### src/rtl/int_to_float.sv
// int_to_float: multi-cycle signed 32-bit integer to IEEE-754 single converter.
// The magnitude is normalised by repeated coarse (8-bit) and fine (1-bit) left
// shifts. It is then rounded to nearest, ties to even. The start/done handshake
// is qualified by clk_en, and every register holds while clk_en is low.
module int_to_float #(
    parameter int EXP_BIAS     = 127,
    parameter int COARSE_SHIFT = 8
) (
    input  logic        clk,
    input  logic        reset_n,
    input  logic        clk_en,
    input  logic        start,
    input  logic [31:0] dataa,
    output logic        done,
    output logic [31:0] result
);

    // The exponent starts as if the leading one sat at bit 31.
    localparam logic [7:0] EXP_PRESET = 8'(EXP_BIAS + 31);
    localparam logic [7:0] COARSE_EXP = 8'(COARSE_SHIFT);

    typedef enum logic [1:0] {
        IDLE  = 2'd0,
        NORM  = 2'd1,
        ROUND = 2'd2
    } state_e;

    state_e      state_q, state_d;
    logic [31:0] mag_q, mag_d;
    logic [7:0]  exp_q, exp_d;
    logic        sign_q, sign_d;
    logic [31:0] result_q, result_d;
    logic        done_q, done_d;

    // Operand decode. The two's-complement negate of INT_MIN is 32'h80000000,
    // which is the correct unsigned magnitude, so no special case is needed.
    logic [31:0] abs_in;
    logic        in_zero;
    assign abs_in  = dataa[31] ? (~dataa + 32'd1) : dataa;
    assign in_zero = (dataa == 32'd0);

    // Normalisation decisions for the current magnitude.
    logic norm_done;
    logic coarse_ok;
    assign norm_done = mag_q[31];
    assign coarse_ok = (mag_q[31 -: COARSE_SHIFT] == '0);

    // Round-to-nearest-even on the normalised magnitude. Bit 31 is the hidden
    // one, bits 30:8 are the fraction, bit 7 is guard, and bits 6:0 are sticky.
    logic [22:0] frac_raw;
    logic        guard;
    logic        sticky;
    logic        round_up;
    logic [23:0] frac_sum;
    logic [7:0]  exp_rnd;
    assign frac_raw = mag_q[30:8];
    assign guard    = mag_q[7];
    assign sticky   = |mag_q[6:0];
    assign round_up = guard & (sticky | frac_raw[0]);
    assign frac_sum = {1'b0, frac_raw} + {23'd0, round_up};
    // A carry out of the fraction means the mantissa became 1.0 * 2^(e+1).
    // The low 23 bits of frac_sum are already zero in that case.
    assign exp_rnd  = exp_q + {7'd0, frac_sum[23]};

    // State register; frozen whenever clk_en is low.
    always_ff @(posedge clk or negedge reset_n) begin
        if (!reset_n) begin
            state_q <= IDLE;
        end else if (clk_en) begin
            state_q <= state_d;
        end
    end

    // Next-state logic.
    always_comb begin
        state_d = state_q;
        case (state_q)
            IDLE: begin
                if (start && !in_zero) begin
                    state_d = NORM;
                end
            end
            NORM: begin
                if (norm_done) begin
                    state_d = ROUND;
                end
            end
            ROUND: begin
                state_d = IDLE;
            end
            default: begin
                state_d = IDLE;
            end
        endcase
    end

    // Datapath and output next values. done defaults low so that it is a
    // single enabled-cycle pulse.
    always_comb begin
        mag_d    = mag_q;
        exp_d    = exp_q;
        sign_d   = sign_q;
        result_d = result_q;
        done_d   = 1'b0;
        case (state_q)
            IDLE: begin
                if (start) begin
                    sign_d = dataa[31];
                    mag_d  = abs_in;
                    exp_d  = EXP_PRESET;
                    if (in_zero) begin
                        // Zero has no leading one to find, so it finishes at once as +0.
                        result_d = 32'h0000_0000;
                        done_d   = 1'b1;
                    end
                end
            end
            NORM: begin
                if (!norm_done) begin
                    if (coarse_ok) begin
                        mag_d = mag_q << COARSE_SHIFT;
                        exp_d = exp_q - COARSE_EXP;
                    end else begin
                        mag_d = mag_q << 1;
                        exp_d = exp_q - 8'd1;
                    end
                end
            end
            ROUND: begin
                result_d = {sign_q, exp_rnd, frac_sum[22:0]};
                done_d   = 1'b1;
            end
            default: begin
                done_d = 1'b0;
            end
        endcase
    end

    // Datapath and output registers; held while clk_en is low.
    always_ff @(posedge clk or negedge reset_n) begin
        if (!reset_n) begin
            mag_q    <= 32'd0;
            exp_q    <= 8'd0;
            sign_q   <= 1'b0;
            result_q <= 32'd0;
            done_q   <= 1'b0;
        end else if (clk_en) begin
            mag_q    <= mag_d;
            exp_q    <= exp_d;
            sign_q   <= sign_d;
            result_q <= result_d;
            done_q   <= done_d;
        end
    end

    assign done   = done_q;
    assign result = result_q;

endmodule

### config.mk
export PLATFORM = sky130hd
export DESIGN_NAME = int_to_float
export DESIGN_NICKNAME = d
export VERILOG_FILES = /design/src/rtl/int_to_float.sv
export SDC_FILE = /design/constraint.sdc
export NUM_CORES = 1
export LEC_CHECK = 0
export ABC_CLOCK_PERIOD_IN_PS = 3200
export CAP_MARGIN = 20
export CORE_ASPECT_RATIO = 0.75
export CORE_UTILIZATION = 50
export CTS_CLUSTER_DIAMETER = 80
export DETAILED_ROUTE_END_ITERATION = 12
export MAX_ROUTING_LAYER = met4
export PLACE_DENSITY = 0.75
export SLEW_MARGIN = 15
export SYNTH_ARGS = -nofsm -noshare
export SYNTH_HDL_FRONTEND = slang
export SYNTH_SLANG_ARGS = --single-unit
### constraint.sdc
create_clock -name clk -period 3.2 [get_ports clk]
set_input_delay 0.32 -clock clk [delete_from_list [all_inputs] [get_ports clk]]
set_output_delay 0.32 -clock clk [all_outputs]
set_load 0.005 [all_outputs]
==> run summary, run 1 <==
Status: completed
CP startpoint: dataa[28]
DR vias/cell: 6.12
Final Skew: 6.73 ps
WL/cell: 17.9 µm
Instance count on the critical path: 6
Synth cell types: 54
Worst Reg-to-Reg Cells: 10
Detailed Route WL: 13300 µm
Worst slew margin: 0.410
Worst-Skew Late Latency: 330 ps
Ys async rst share: 1.00
Final RePlAce weighted congestion: 0.885
Count of buffers from port buffering: 68
Worst reg-to-reg setup slack: 620 ps
Die Area: 10200 µm²
Required @ worst endpoint: 3420 ps
Sw Pwr: 1.90 mW
Final TNS setup: 0 ps
Filler cells: 790
Root buffer cell: clkbuf_16
Power Total: 5.11 mW
Worst flop-to-flop path endpoint: result[29]
Final HPWL DP: 9670 µm
Sequential area share after synthesis: 0.390
Leak: 2.47 nW
Hold Path Class: in -> async
Max Cap Viol: 0
Post-CTS setup buffers: 0
Critical Path Sink: result[19]
Final setup viols: 0
Crit-path max cell delay: 550 ps
Layout overhead on the synthesized area: 23.9%
CP Class: in -> reg
Share of cells above drive strength 1: 0.0718
Area contributors post-synth: dfrtp_1 (39%), xor2_1 (5.2%), nand2_1 (4.9%)
CTS tree: done
GRT Residual Overflow: 0
VDD IR max: 334 µV
Crit end category: register
Remaining routing DRC violations: 0
RSZ-0062 raised after global routing: no
Iteration-0 DRC count of the detailed router: 496
Reg2Reg Launch Point: mag_q[10]
Crit path buf inv count: 1
Clock Sinks: 76
Cell Area, Synth: 4870 µm²
# rows: 30
Type of origin of the critical path: primary input
Initial Util: 0.526
Final hold violation count: 0
Top_reg_cell synth: dfrtp_1
IO Count: 69
Vias in the first global route: 4352
Yosys top cell by area: dfrtp_1
Max-slew violation count: 0
Synthesized instance count: 548
Post-synth EDFFs: 0
Initial antenna violation count: 0
Num CTS Buffers: 9
Internal power: 3.20 mW
Syn_nets: 593
Gate power share: 0.396
Final worst-path cycle share: 0.807
Crit path DAT: 2800 ps
Chip width: 116 µm
Drt pass-1 iters: 5
Ys Warns: 0
Sw frac: 0.373
Min Tclk post-route: 2580 ps
Hold WS: 18.1 ps
Power Density: 846 nW/µm²
Clk pwr share: 0.225
CP max stage cell: or4_4
Total number of vias: 4532
Antenna Violating Nets Remaining: 0
Critical-path cell list: clkdlybuf4s50_1, or4_4, or4_4, nor3_4, a31oi_1, a22o_1
Nets: 654
Core area: 9270 µm²
Register bit count reported by yosys: 76
Hold_buf cts: 0
Syn Area/Cell: 8.90 µm²
CTS max path bufs: 2
CP max FO: 11
Die Ht: 87.5 µm
Slew @ Worst Pin: 881 ps
Total track usage: 0.293
Fmax: 0.387 GHz
Clock transition at the registers of the reported paths: 60 ps
Post-synth top area share: 0.390
First-pass GRT wire length: 22100 µm
Crit path max-delay family: simple AND/OR/NAND/NOR gates
Flop pwr share: 0.379
Post-CTS sizing: 0
Crit path top cell by count: or4_4
Pin count of the biggest net entering global routing: 77
Diode count: 0
Post-layout util: 0.651
Number of H-tree levels: 3
[layer usage]
metal | global-route usage | routed length [µm]
met5 | - | 0
met4 | 0.105 | 293
met1 | 0.402 | 6110
met2 | 0.429 | 5830
met3 | 0.0585 | 1050
[layout make-up]
cell class	instances	area (µm²)	share of cell area
multi-input cells	424	2770	0.459
flip-flops and latches	76	1900	0.315
repair buffers	85	816	0.135
clock buffers	10	239	0.0396
well taps	128	160	0.0265
clock inverters	5	100	0.0166
inverters	13	48.8	0.00808
[power by group through the flow]
| stage | Clock, mW | Combinational (mW) | Sequential (mW) |
|---|---|---|---|
| floorplan | 0 | 1.26 | 1.73 |
| global placement | 0 | 1.93 | 1.90 |
| detailed placement | 0 | 1.98 | 1.92 |
| CTS | 1.16 | 2.01 | 1.91 |
| global route | 1.20 | 2.24 | 1.99 |
| finish | 1.15 | 2.02 | 1.93 |
[kinds of logic (layout without fill, tap and decap cells)]
kind of cell | after synthesis | after routing | synth area share
AO/OA/AOI/OAI | 147 | 147 | 0.202
XOR/XNOR | 52 | 52 | 0.0934
adder cells (fa/ha/maj) | 9 | 9 | 0.0231
buffers and inverters | 48 | 113 | 0.0411
flip-flops | 76 | 76 | 0.390
multiplexers | 22 | 22 | 0.0462
AND/OR/NAND/NOR | 194 | 194 | 0.204
[synth_stat cells, drive strengths merged, types with 10 or more instances]
cell type / instances
dfrtp: 76
nand2: 64
nor2: 37
o21ai: 35
xor2: 29
a21oi: 24
clkbuf: 24
xnor2: 23
mux2i: 18
o22ai: 18
nand3: 14
nor3: 14
inv: 13
nand2b: 13
buf: 11
o31ai: 10
[layout by cell type, fill, tap and decap left out, drive strengths merged, types with 10 or more instances in the layout]
| cell | Yosys | layout |
|---|---|---|
| o22ai | 18 | 18 |
| inv | 13 | 13 |
| o31ai | 10 | 10 |
| buf | 11 | 18 |
| nand3 | 14 | 14 |
| clkbuf | 24 | 10 |
| nor2 | 37 | 37 |
| nor3 | 14 | 14 |
| xnor2 | 23 | 23 |
| mux2i | 18 | 18 |
| xor2 | 29 | 29 |
| nand2b | 13 | 13 |
| a21oi | 24 | 24 |
| dfrtp | 76 | 76 |
| clkdlybuf4s50 | 0 | 67 |
| nand2 | 64 | 64 |
| o21ai | 35 | 35 |
[sequential cells by signal, summed over array words and instances, names as in the netlist]
name     flops
done         1
exp_q        8
mag_q       32
result      32
sign_q       1
state_q      2
[worst min path at each step]
stage	from	depth (start not counted)	end
after global placement	reset_n	2	result[5]
after global routing	reset_n	2	result[4]
after floorplan	reset_n	0	done
final	reset_n	2	result[4]
after CTS	reset_n	2	result[4]
after detailed placement	reset_n	2	result[4]
[metrics by stage]
| step | instance area (µm²) | std cells | setup slack [ps] |
|---|---|---|---|
| after floorplan | 4870 | 548 | 802 |
| after CTS | 6040 | 741 | 614 |
| final | 6040 | 741 | 619 |
| after detailed placement | 5700 | 726 | 262 |
| after global routing | 6040 | 741 | 436 |
| after global placement | 5700 | 726 | 328 |
Power figures use the tool's default switching activity.
==> run 2: changes to the inputs <==
- ABC_CLOCK_PERIOD_IN_PS: 3200 -> 2440
- clock period: 3.2 -> 2.44 ns (I/O delays scaled with it)
==> run summary, run 2 (synthesized netlist as in run 1, its figures left out) <==
Vias in the first global route: 4471 (+2.7%)
Status: completed
VDD IR max: 521 µV (+56%)
Pin count of the biggest net entering global routing: 77 (unchanged)
Clock transition at the registers of the reported paths: 60 ps (about the same)
Filler cells: 766 (-3.0%)
Final worst-path cycle share: 0.932
Final Skew: 8.22 ps (+1.50 ps)
Detailed Route WL: 14100 µm (+6.4%)
WL/cell: 17.7 µm (-1.1%)
Crit end category: register
Min Tclk post-route: 2270 ps
Worst slew margin: 0.477 (+0.0670)
Fmax: 0.440 GHz
Power Total: 7.11 mW (+39%)
Hold Path Class: in -> async
Required @ worst endpoint: 2700 ps (-720 ps)
CTS max path bufs: 2 (unchanged)
Cell area after placement: 6130 µm² (+7.6%)
Count of buffers from port buffering: 68 (unchanged)
Layout overhead on the synthesized area: 33.4%
Worst flop-to-flop path endpoint: result[29]
Clock Sinks: 76 (unchanged)
Power Density: 1090 nW/µm² (+29%)
GRT Residual Overflow: 0 (unchanged)
# rows: 30 (unchanged)
Leak: 2.74 nW (+11%)
Final HPWL DP: 10400 µm (+7.5%)
Iteration-0 DRC count of the detailed router: 501 (+1.0%)
First-pass GRT wire length: 23000 µm (+4.2%)
Max-slew violation count: 0 (unchanged)
Initial antenna violation count: 0 (unchanged)
Worst-Skew Late Latency: 330 ps (about the same)
Die Ht: 87.5 µm (unchanged)
DR vias/cell: 5.99 (-2.1%)
CP Class: reg -> reg
Most frequent cells in the layout: dfrtp_1 (76), buf_4 (68), clkdlybuf4s50_1 (67), nand2_1 (64), nor2_1 (37)
Most common cell after layout, fill and taps aside: dfrtp_1
Post-CTS setup buffers: 0 (unchanged)
Nets: 709 (+8.4%)
Num CTS Buffers: 9 (unchanged)
CTS tree: done
Core area: 9270 µm² (unchanged)
Hold WS: 483 ps (+465 ps)
Slew @ Worst Pin: 778 ps (-102 ps)
Root buffer cell: clkbuf_16
Final setup viols: 0 (unchanged)
Remaining routing DRC violations: 0 (unchanged)
RSZ-0062 raised after global routing: no
Crit path DAT: 2530 ps (-270 ps)
Total track usage: 0.308 (+0.0152)
Worst Reg-to-Reg Cells: 10 (unchanged)
Number of H-tree levels: 3 (unchanged)
CP max FO: 4 (-7)
Type of origin of the critical path: register
IO Count: 69 (unchanged)
Diode count: 0 (unchanged)
Die Area: 10200 µm² (unchanged)
Max Cap Viol: 0 (unchanged)
Final hold violation count: 0 (unchanged)
Chip width: 116 µm (unchanged)
Post-route cell area: 6500 µm² (+7.7%)
Antenna Violating Nets Remaining: 0 (unchanged)
Share of cells above drive strength 1: 0.149 (+0.0777)
Total number of vias: 4774 (+5.3%)
Reg2Reg Launch Point: mag_q[8]
Final TNS setup: 0 ps (unchanged)
Drt pass-1 iters: 5 (unchanged)
Final RePlAce weighted congestion: 0.914 (+3.2%)
Initial Util: 0.526 (unchanged)
Worst reg-to-reg setup slack: 170 ps (-450 ps)
[run 2: worst max-delay path, stage by stage, from the launching register on]
cell	delay (ps)
dfrtp_1	370
nand4_1	160
nor4_2	280
buf_4	170
and4_1	250
ha_1	200
ha_1	170
and3_1	200
nand3_1	100
xor2_1	160
o22ai_1	140
[run 2: report_power, final]
part           internal, mW  total [mW]  switching (mW)
combinational          1.60        3.18            1.58
clock                  1.05        1.56           0.505
sequential             1.82        2.36           0.545
total                  4.48        7.11            2.63
[run 2: through the flow]
step	utilization	instances	setup WS, ps
floorplan	-	548	42.4
detailed placement	0.661	780	-147
finish	0.701	797	166
CTS	0.700	797	107
global placement	0.661	780	-106
global route	0.701	797	24.9
[run 2: worst max-delay path by stage]
stage | startpoint | to | slack [ps]
floorplan | mag_q[10] | result[29] | 40
global placement | dataa[29] | result[17] | -110
detailed placement | dataa[29] | result[2] | -150
CTS | mag_q[26] | mag_q[5] | 110
global route | mag_q[8] | result[29] | 20
finish | mag_q[8] | result[29] | 170
[run 2: routing by layer]
metal / GRT usage / vias to the layer above / share of wire
met4: 0.134 / 0 / 0.029
met2: 0.431 / 260 / 0.42
met1: 0.430 / 2261 / 0.46
met3: 0.0612 / 29 / 0.092
li1: - / 2224 / -
met5: - / - / 0
[run 2: cell type report]
cell class	count	area, µm²	share of cell area
well taps	128	160	0.0246
inverters	13	48.8	0.00750
flip-flops and latches	76	1900	0.292
clock inverters	4	95.1	0.0146
repair buffers	140	1260	0.193
clock buffers	12	256	0.0394
multi-input cells	424	2790	0.428
[run 2: what timing repair did]
action	in CTS	in global routing
endpoints found under the hold margin	76	0
setup endpoints to repair	0	2
hold buffers	1	0
gates resized for setup	0	2
